<file path="src/rtl/mbinit_pkg.sv">
// Shared MBINIT definitions: REPAIRCLK sideband message codes (also used by
// the partner-side responder), the all-pass clock-track result, and the
// requester state encoding.
package mbinit_pkg;

  localparam logic [3:0] REPAIRCLK_INIT_REQ    = 4'd1;
  localparam logic [3:0] REPAIRCLK_INIT_RESP   = 4'd2;
  localparam logic [3:0] REPAIRCLK_RESULT_REQ  = 4'd3;
  localparam logic [3:0] REPAIRCLK_RESULT_RESP = 4'd4;
  localparam logic [3:0] REPAIRCLK_DONE_REQ    = 4'd5;
  localparam logic [3:0] REPAIRCLK_DONE_RESP   = 4'd6;

  // {RTRK,RCKN,RCKP} all passing
  localparam logic [2:0] REPAIRCLK_ALL_PASS = 3'b111;

  typedef enum logic [3:0] {
    RC_IDLE             = 4'd0,
    RC_WAIT_BUSY_INIT   = 4'd1,
    RC_SEND_INIT_REQ    = 4'd2,
    RC_WAIT_INIT_RESP   = 4'd3,
    RC_SEND_PATTERN     = 4'd4,
    RC_WAIT_BUSY_RESULT = 4'd5,
    RC_SEND_RESULT_REQ  = 4'd6,
    RC_WAIT_RESULT_RESP = 4'd7,
    RC_WAIT_BUSY_DONE   = 4'd8,
    RC_SEND_DONE_REQ    = 4'd9,
    RC_WAIT_DONE_RESP   = 4'd10,
    RC_DONE             = 4'd11,
    RC_ERROR            = 4'd12
  } repairclk_state_e;

endpackage

</file>
<file path="src/rtl/mbinit_repairclk_module.sv">
// MBINIT.REPAIRCLK requester: init handshake, clock repair pattern burst,
// result query and done handshake; flags success or lane failure.
// Optional watchdog: define MBINIT_REPAIRCLK_TIMEOUT_EN.
// Ports:
//   CLK, rst_n (sync, active-low)
//   i_MBINIT_CAL_end              enable level; low aborts to IDLE
//   i_RX_SbMessage/i_msg_valid    received sideband message
//   i_Clock_track_result_logged   {RTRK,RCKN,RCKP} pass bits with result_resp
//   i_Busy_SideBand               sideband TX busy
//   i_falling_edge_busy           sideband finished sending (pulse)
//   o_TX_SbMessage/o_ValidOutDatat_Module  TX request
//   o_clk_pattern_en              clock repair pattern enable
//   o_Clock_track_result_logged   captured result, held until IDLE
//   o_MBINIT_REPAIRCLK_Module_end success level
//   o_train_error                 failure level
module mbinit_repairclk_module
  import mbinit_pkg::*;
#(
  parameter int unsigned PATTERN_CYCLES = 128,
  parameter int unsigned TIMEOUT_CYCLES = 65535
) (
  input  logic       CLK,
  input  logic       rst_n,
  input  logic       i_MBINIT_CAL_end,
  input  logic [3:0] i_RX_SbMessage,
  input  logic       i_msg_valid,
  input  logic [2:0] i_Clock_track_result_logged,
  input  logic       i_Busy_SideBand,
  input  logic       i_falling_edge_busy,
  output logic [3:0] o_TX_SbMessage,
  output logic       o_ValidOutDatat_Module,
  output logic       o_clk_pattern_en,
  output logic [2:0] o_Clock_track_result_logged,
  output logic       o_MBINIT_REPAIRCLK_Module_end,
  output logic       o_train_error
);

  localparam int unsigned PCW = (PATTERN_CYCLES > 1) ? $clog2(PATTERN_CYCLES) : 1;
  localparam logic [PCW-1:0] PAT_LAST = PCW'(PATTERN_CYCLES - 1);

  repairclk_state_e r_state, w_next_state;
  logic [PCW-1:0]   r_pat_cnt;
  logic             w_result_cap;
  logic [3:0]       w_tx;
  logic             w_valid, w_pat_en, w_end, w_err;

`ifdef MBINIT_REPAIRCLK_TIMEOUT_EN
  localparam int unsigned WDW = (TIMEOUT_CYCLES > 1) ? $clog2(TIMEOUT_CYCLES) : 1;
  localparam logic [WDW-1:0] WD_LAST = WDW'(TIMEOUT_CYCLES - 1);
  logic [WDW-1:0] r_wd;
  logic           w_wd_active;
  assign w_wd_active = (r_state != RC_IDLE) && (r_state != RC_DONE) && (r_state != RC_ERROR);
`endif

  // Next-state logic; priority is abort > timeout > message events
  always_comb begin
    w_next_state = r_state;
    w_result_cap = 1'b0;
    unique case (r_state)
      RC_IDLE:             if (i_MBINIT_CAL_end) w_next_state = RC_WAIT_BUSY_INIT;
      RC_WAIT_BUSY_INIT:   if (!i_Busy_SideBand) w_next_state = RC_SEND_INIT_REQ;
      RC_SEND_INIT_REQ:    if (i_falling_edge_busy) w_next_state = RC_WAIT_INIT_RESP;
      RC_WAIT_INIT_RESP:
        if (i_msg_valid && (i_RX_SbMessage == REPAIRCLK_INIT_RESP))
          w_next_state = RC_SEND_PATTERN;
      RC_SEND_PATTERN:     if (r_pat_cnt == PAT_LAST) w_next_state = RC_WAIT_BUSY_RESULT;
      RC_WAIT_BUSY_RESULT: if (!i_Busy_SideBand) w_next_state = RC_SEND_RESULT_REQ;
      RC_SEND_RESULT_REQ:  if (i_falling_edge_busy) w_next_state = RC_WAIT_RESULT_RESP;
      RC_WAIT_RESULT_RESP:
        if (i_msg_valid && (i_RX_SbMessage == REPAIRCLK_RESULT_RESP)) begin
          w_result_cap = 1'b1;
          w_next_state = (i_Clock_track_result_logged == REPAIRCLK_ALL_PASS) ?
                         RC_WAIT_BUSY_DONE : RC_ERROR;
        end
      RC_WAIT_BUSY_DONE:   if (!i_Busy_SideBand) w_next_state = RC_SEND_DONE_REQ;
      RC_SEND_DONE_REQ:    if (i_falling_edge_busy) w_next_state = RC_WAIT_DONE_RESP;
      RC_WAIT_DONE_RESP:
        if (i_msg_valid && (i_RX_SbMessage == REPAIRCLK_DONE_RESP))
          w_next_state = RC_DONE;
      RC_DONE:             w_next_state = RC_DONE;
      RC_ERROR:            w_next_state = RC_ERROR;
      default:             w_next_state = RC_IDLE;
    endcase
`ifdef MBINIT_REPAIRCLK_TIMEOUT_EN
    if (w_wd_active && (r_wd == WD_LAST)) begin
      w_next_state = RC_ERROR;
      w_result_cap = 1'b0;
    end
`endif
    if (!i_MBINIT_CAL_end) begin
      w_next_state = RC_IDLE;
      w_result_cap = 1'b0;
    end
  end

  // Output decode from the next state so outputs align with state entry
  always_comb begin
    w_tx     = 4'd0;
    w_valid  = 1'b0;
    w_pat_en = 1'b0;
    w_end    = 1'b0;
    w_err    = 1'b0;
    case (w_next_state)
      RC_SEND_INIT_REQ:   begin w_tx = REPAIRCLK_INIT_REQ;   w_valid = 1'b1; end
      RC_SEND_RESULT_REQ: begin w_tx = REPAIRCLK_RESULT_REQ; w_valid = 1'b1; end
      RC_SEND_DONE_REQ:   begin w_tx = REPAIRCLK_DONE_REQ;   w_valid = 1'b1; end
      RC_SEND_PATTERN:    w_pat_en = 1'b1;
      RC_DONE:            w_end    = 1'b1;
      RC_ERROR:           w_err    = 1'b1;
      default:            ;
    endcase
  end

  // State, counters and registered outputs
  always_ff @(posedge CLK) begin
    if (!rst_n) begin
      r_state                       <= RC_IDLE;
      r_pat_cnt                     <= '0;
      o_TX_SbMessage                <= 4'd0;
      o_ValidOutDatat_Module        <= 1'b0;
      o_clk_pattern_en              <= 1'b0;
      o_Clock_track_result_logged   <= 3'b000;
      o_MBINIT_REPAIRCLK_Module_end <= 1'b0;
      o_train_error                 <= 1'b0;
    end else begin
      r_state                       <= w_next_state;
      o_TX_SbMessage                <= w_tx;
      o_ValidOutDatat_Module        <= w_valid;
      o_clk_pattern_en              <= w_pat_en;
      o_MBINIT_REPAIRCLK_Module_end <= w_end;
      o_train_error                 <= w_err;
      // counter is zero on every entry to SEND_PATTERN
      if ((r_state == RC_SEND_PATTERN) && (w_next_state == RC_SEND_PATTERN))
        r_pat_cnt <= r_pat_cnt + PCW'(1);
      else
        r_pat_cnt <= '0;
      if (w_next_state == RC_IDLE)
        o_Clock_track_result_logged <= 3'b000;
      else if (w_result_cap)
        o_Clock_track_result_logged <= i_Clock_track_result_logged;
    end
  end

`ifdef MBINIT_REPAIRCLK_TIMEOUT_EN
  // Watchdog spans the whole sequence from leaving IDLE
  always_ff @(posedge CLK) begin
    if (!rst_n)
      r_wd <= '0;
    else if ((r_state == RC_IDLE) || (w_next_state == RC_IDLE))
      r_wd <= '0;
    else if (w_wd_active)
      r_wd <= r_wd + WDW'(1);
  end
`endif

endmodule

</file>
<file path="config.mk">
export PLATFORM = sky130hd
export DESIGN_NAME = mbinit_repairclk_module
export DESIGN_NICKNAME = d
export VERILOG_FILES = /design/src/rtl/mbinit_pkg.sv /design/src/rtl/mbinit_repairclk_module.sv
export SDC_FILE = /design/constraint.sdc
export NUM_CORES = 1
export LEC_CHECK = 0
export CORE_AREA = 4 4 54 56
export CTS_CLUSTER_SIZE = 12
export DETAILED_ROUTE_END_ITERATION = 7
export DIE_AREA = 0 0 58 60
export PLACE_DENSITY = 0.81
export REMOVE_ABC_BUFFERS = 1
export SYNTH_ARGS = -nofsm -noshare
export SYNTH_HDL_FRONTEND = slang
export SYNTH_SLANG_ARGS = --single-unit
export TNS_END_PERCENT = 5
</file>
<file path="constraint.sdc">
create_clock -name CLK -period 2.1 [get_ports CLK]
set_clock_uncertainty 0.15 [all_clocks]
set_input_delay 0.42 -clock CLK [delete_from_list [all_inputs] [get_ports CLK]]
set_output_delay 0.42 -clock CLK [all_outputs]
set_load 0.01 [all_outputs]
</file>
Yosys cells after proc, flatten, opt, wreduce, memory -nomap -nowiden
Index checks and enable logic that the tools add are counted.
{"block": "classes", "addsub": 1, "eq_ne": 23, "n_mux": 21, "bitwise": 1, "reduce_logical": 9}
{"operator": "case mux 4 bit (13 select lines)", "count": 1}
{"operator": "2-to-1 mux 4 bit", "count": 11}
{"operator": "equality test 4 x 3 -> 1 bit (second input constant)", "count": 8}
{"operator": "equality test 4 bit (second input constant)", "count": 8}
{"operator": "equality test 4 x 2 -> 1 bit (second input constant)", "count": 4}
{"operator": "case mux 3 bit (3 select lines)", "count": 1}
{"operator": "logical NOT 4 bit", "count": 2}
{"operator": "adder 7 x 1 -> 7 bit (second input constant)", "count": 1}
{"operator": "equality test 7 bit (second input constant)", "count": 1}
{"operator": "2-to-1 mux 1 bit", "count": 7}
{"operator": "equality test 4 x 1 -> 1 bit (second input constant)", "count": 1}
{"operator": "logical AND 1 bit", "count": 4}
{"operator": "equality test 3 bit (second input constant)", "count": 1}
{"operator": "2-to-1 mux 3 bit", "count": 1}
{"operator": "OR reduction 3 bit", "count": 1}
{"operator": "AND reduction 2 bit", "count": 1}
{"operator": "OR reduction 2 bit", "count": 1}
{"operator": "NOT 1 bit", "count": 1}
{"block": "word_totals", "reg_bits": 22, "in_bits": 13, "out_inout_bits": 11, "wordCells": 63}

Depth between registers and ports, before layout
{"block": "depth", "word_depth": 8, "mapped_depth": 8, "ltp_nobuf": 7}

Worst setup path before layout
No wires, ideal clock.
{"block": "synth_path", "path_type": "input to register", "start": "input port i_RX_SbMessage[0]", "end": "register o_TX_SbMessage[0]", "setup_time_ns": 0.116, "t_arrival_ns": 1.450, "required_ns": 1.834, "slack_ns": 0.384, "cell_stages": 6, "path_buffers": 0, "cell_sequence": "nor3b_4 > a21oi_1 > or3b_4 > nand2_4 > nor3_4 > a41o_1"}
{"block": "synth_via", "elab_chain_len": 7, "elab_cells_between_ends": 15, "classes_between": "eq/ne (6); mux (6); reduce/logical (3)"}
{"item": "start, declared", "line": "mbinit_repairclk_module.sv:25", "rtl": "input logic [3:0] i_RX_SbMessage,"}
{"item": "equality test 4 x 3 -> 1 bit (tied with other cells)", "line": "mbinit_repairclk_module.sv:78", "rtl": "if (i_msg_valid && (i_RX_SbMessage == REPAIRCLK_DONE_RESP))"}
{"item": "logical AND 1 bit (on tied branches)", "line": "mbinit_repairclk_module.sv:78, mbinit_repairclk_module.sv:70, mbinit_repairclk_module.sv:64"}
{"item": "2-to-1 mux 4 bit (on tied branches)", "line": "mbinit_repairclk_module.sv:78, mbinit_repairclk_module.sv:70, mbinit_repairclk_module.sv:64"}
{"item": "case mux 4 bit (13 select lines) (*)", "line": "mbinit_repairclk_module.sv:59", "rtl": "unique case (r_state)"}
{"item": "2-to-1 mux 4 bit (*)", "line": "mbinit_repairclk_module.sv:90", "rtl": "if (!i_MBINIT_CAL_end) begin"}
{"item": "equality test 4 bit (tied with other cells)", "line": "mbinit_repairclk_module.sv:103", "rtl": "case (w_next_state)"}
{"item": "case mux 3 bit (3 select lines) (*)", "line": "mbinit_repairclk_module.sv:103"}
{"item": "end signal, assigned", "line": "mbinit_repairclk_module.sv:127", "rtl": "o_TX_SbMessage <= w_tx;"}
{"item": "end, declared", "line": "mbinit_repairclk_module.sv:30", "rtl": "output logic [3:0] o_TX_SbMessage,"}
Every way passes the cells marked *; elsewhere a longest branch is shown, timed or not.
A chain may end at the register's enable or synchronous reset.

Final worst setup path
{"block": "layout_path", "start": "input port i_RX_SbMessage[1]", "end": "register o_clk_pattern_en"}
{"block": "layout_via", "elab_chain_len": 7, "elab_cells_between_ends": 13, "classes_between": "eq/ne (4); mux (6); reduce/logical (3)"}
{"item": "equality test 4 x 3 -> 1 bit (tied with other cells)", "line": "mbinit_repairclk_module.sv:78"}
{"item": "logical AND 1 bit (on tied branches)", "line": "mbinit_repairclk_module.sv:78, mbinit_repairclk_module.sv:70, mbinit_repairclk_module.sv:64"}
{"item": "2-to-1 mux 4 bit (on tied branches)", "line": "mbinit_repairclk_module.sv:78, mbinit_repairclk_module.sv:70, mbinit_repairclk_module.sv:64"}
{"item": "case mux 4 bit (13 select lines) (*)", "line": "mbinit_repairclk_module.sv:59"}
{"item": "2-to-1 mux 4 bit (*)", "line": "mbinit_repairclk_module.sv:90"}
{"item": "equality test 4 x 3 -> 1 bit (*)", "line": "mbinit_repairclk_module.sv:103"}
{"item": "2-to-1 mux 1 bit (*)", "line": "mbinit_repairclk_module.sv:103"}
{"item": "end signal, assigned", "line": "mbinit_repairclk_module.sv:129", "rtl": "o_clk_pattern_en <= w_pat_en;"}
{"item": "end, declared", "line": "mbinit_repairclk_module.sv:32", "rtl": "output logic o_clk_pattern_en,"}
Marked as above.

==> impl_metrics.ini <==
[clock_network]
cts_buffer_depth = 2
cts_buffers = 3
cts_hold_buf = 0
cts_resized = 0
cts_setup_buffers = 0
clk_pin_slew_ns = 0.10
cts_tree = yes
clockRootBuffer = clkbuf_4
ctsHtreeMaxLevel = 1
worstSkewPairLatency_ns = 0.29
cts_sinks = 21

[pwr]
pwr-share-clk = 0.277
vdd_ir_drop_max_mv = 0.3906
power_density_nw_per_um2 = 489.5
internal_power_w = 0.0005165
combPwrFrac = 0.114
p_seq_frac = 0.609
leakage_nw = 0.5348
swShare = 0.2220
p_switching_w = 0.0001474

[global_routing]
grt_start_max_net_pins = 12
grt-ovfl-total = 0
grt_usage = 0.1362
grt_pass1_wl_um = 3657
antenna_found_initial = 0
first_global_vias = 844

[route]
drc = 0
wl_per_cell_um = 12.44
drt_iter0_markers = 22
drt_wl_total_um = 2152
vias = 898
ant_nets = 0
post_drt_via_cell_ratio = 5.191
dr.pass1.iters = 4

[finish]
antenna-diode-count = 0
syn2layout_area_growth_pct = 28.74
fin_nets = 158
seq_area_sq_um = 420.4
drive_gt1_frac = 0.1608
final_util = 0.5576
multiInputGateArea_sq_um = 573.1
finalNonFillerCells = 173
fill_cells = 234

[die]
start_util = 0.4331
dieHeight_um = 60
core_area_sq_um = 2432
row_count = 18
die_w_um = 58
fp.dieArea_sq_um = 3480
io_pins = 24

[worst_setup_path]
worstPathCellList = clkdlybuf4s50_1, nor3b_1, o21ai_1, a22oi_1, nor2_2, buf_4, nor3_1
arrival_ns = 2.10
cp-start-kind = input port
worst_ep_required_time_ns = 2.17
crit_path_end_kind = flip-flop
cp_max_fo = 6
slowest_stage = clkdlybuf4s50_1
path_buf_inv = 2
slowest_delay_ns = 0.55
critical_path.top_delay_family = buffers and inverters
critPathKind = in -> reg

[outcome]
outcome = completed

[worst_hold_path]
hp-class = reg -> reg

[synthesis]
ys_async_sr_fraction = 0
synth_area_sq_um = 1054
ys_top_cells_by_area = dfxtp_1, nor2_1, nand2_1
seq_area_frac_synth = 0.3990
yosys-top-cells-count = dfxtp_1, nor2_1, nand2_1
synth_edf_count = 0
synth_cell_type_count = 44
yosysWarnings = 0
synth_top_area_frac = 0.3990
ys_ff_latch = 21
syn_avg_cell_area_sq_um = 9.161
synth_most_common_cell = dfxtp_1
synth_flop_cell = dfxtp_1
yosys.area.top_type = dfxtp_1
synth_cells = 115

[place]
port_buffers = 22
place_hpwl_um = 1702
dp_cells = 169
dpl_worst_slack_ns = -0.2204
routabilityCongestion = 0.8122

[sta]
finalMaxSlewViolations = 0
fin_crit_sh = 0.9670
finalWorstSetupSlack_ns = 0.06931
setup_violations = 0
rsz0062_at_grt = false
fin_tns_setup_ns = 0
finalCriticalPeriod_ns = 2.031
fmax_ghz = 0.4924
finalHoldViolations = 0

[flow_run]
cap_violations = 0
==> placed cells by master, fill, tap and decap left out, types with 3 or more instances in the layout <==
cell / netlist / final
inv_1: 3 / 3
clkdlybuf4s50_1: 0 / 22
nand2_1: 12 / 12
dfxtp_1: 21 / 21
o21ai_0: 3 / 3
xnor2_1: 3 / 3
nor2_1: 13 / 13
clkbuf_4: 0 / 3
a21oi_1: 6 / 6
nand3_1: 7 / 7
buf_4: 1 / 9
==> cell families after synthesis <==
logic type | count (synthesis) | synth area share
flip-flops | 21 | 0.3990
XOR/XNOR | 5 | 0.04158
AO/OA/AOI/OAI | 20 | 0.1437
other | 1 | 0.003560
AND/OR/NAND/NOR | 57 | 0.3432
adder cells (fa/ha/maj) | 1 | 0.01187
buffers and inverters | 10 | 0.05700
==> metal layers <==
layer | vias to the layer above | wire, um | global-route usage
met5 | - | 0 | 0
met4 | 0 | 29 | 0.06954
met3 | 2 | 94 | 0.02808
met2 | 25 | 1039 | 0.2226
met1 | 417 | 988 | 0.1693
li1 | 454 | - | -
==> final cells by class <==
type                            count  area share
Multi-Input combinational cell     84      0.4225
Sequential cell                    21      0.3100
Timing Repair Buffer               31      0.2122
Tap cell                           30     0.02768
Clock buffer                        4     0.01937
Inverter                            3    0.008303
==> path summary, 6_finish.rpt <==
check                         start                to  slack (ns)  cells after the start
hold / removal         r_pat_cnt[0]      r_pat_cnt[0]        0.31                      1
setup reg to reg         r_state[2]  o_clk_pattern_en        0.21                      6
setup / recovery  i_RX_SbMessage[1]  o_clk_pattern_en        0.07                      7
hold reg to reg        r_pat_cnt[0]      r_pat_cnt[0]        0.31                      1
==> worst register-to-register path: stages, from the launching register on <==
cell and delay, ns:
dfxtp_1 0.56, and3b_1 0.22, o21ai_1 0.09, a22oi_1 0.33, nor2_2 0.12, buf_4 0.16
nor3_1 0.18
==> power groups by stage <==
stage | Clock, W | Sequential, W | Combinational (W)
finish | 0.000184 | 0.000404 | 0.0000760
floorplan | 0 | 0.000412 | 0.0000304
global placement | 0 | 0.000413 | 0.0000743
detailed placement | 0 | 0.000413 | 0.0000758
CTS | 0.000190 | 0.000404 | 0.0000762
global route | 0.000208 | 0.000405 | 0.0000820
==> registers in the layout, indices dropped and copies added (netlist names) <==
name	count
o_TX_SbMessage	3
o_train_error	1
o_Clock_track_result_logged	3
o_clk_pattern_en	1
r_state	4
r_pat_cnt	7
o_MBINIT_REPAIRCLK_Module_end	1
o_ValidOutDatat_Module	1
==> through the flow <==
step / hold WS (ns) / cell area (sq um) / power [W]
finish: 0.3071 / 1356 / 0.0006639
global placement: 0.2805 / 1330 / 0.0004873
detailed placement: 0.2936 / 1330 / 0.0004888
global route: 0.3408 / 1356 / 0.0006949
CTS: 0.3094 / 1356 / 0.0006699
floorplan: 0.2679 / 1005 / 0.0004426
Note: power is estimated with default switching activity, not from simulation.
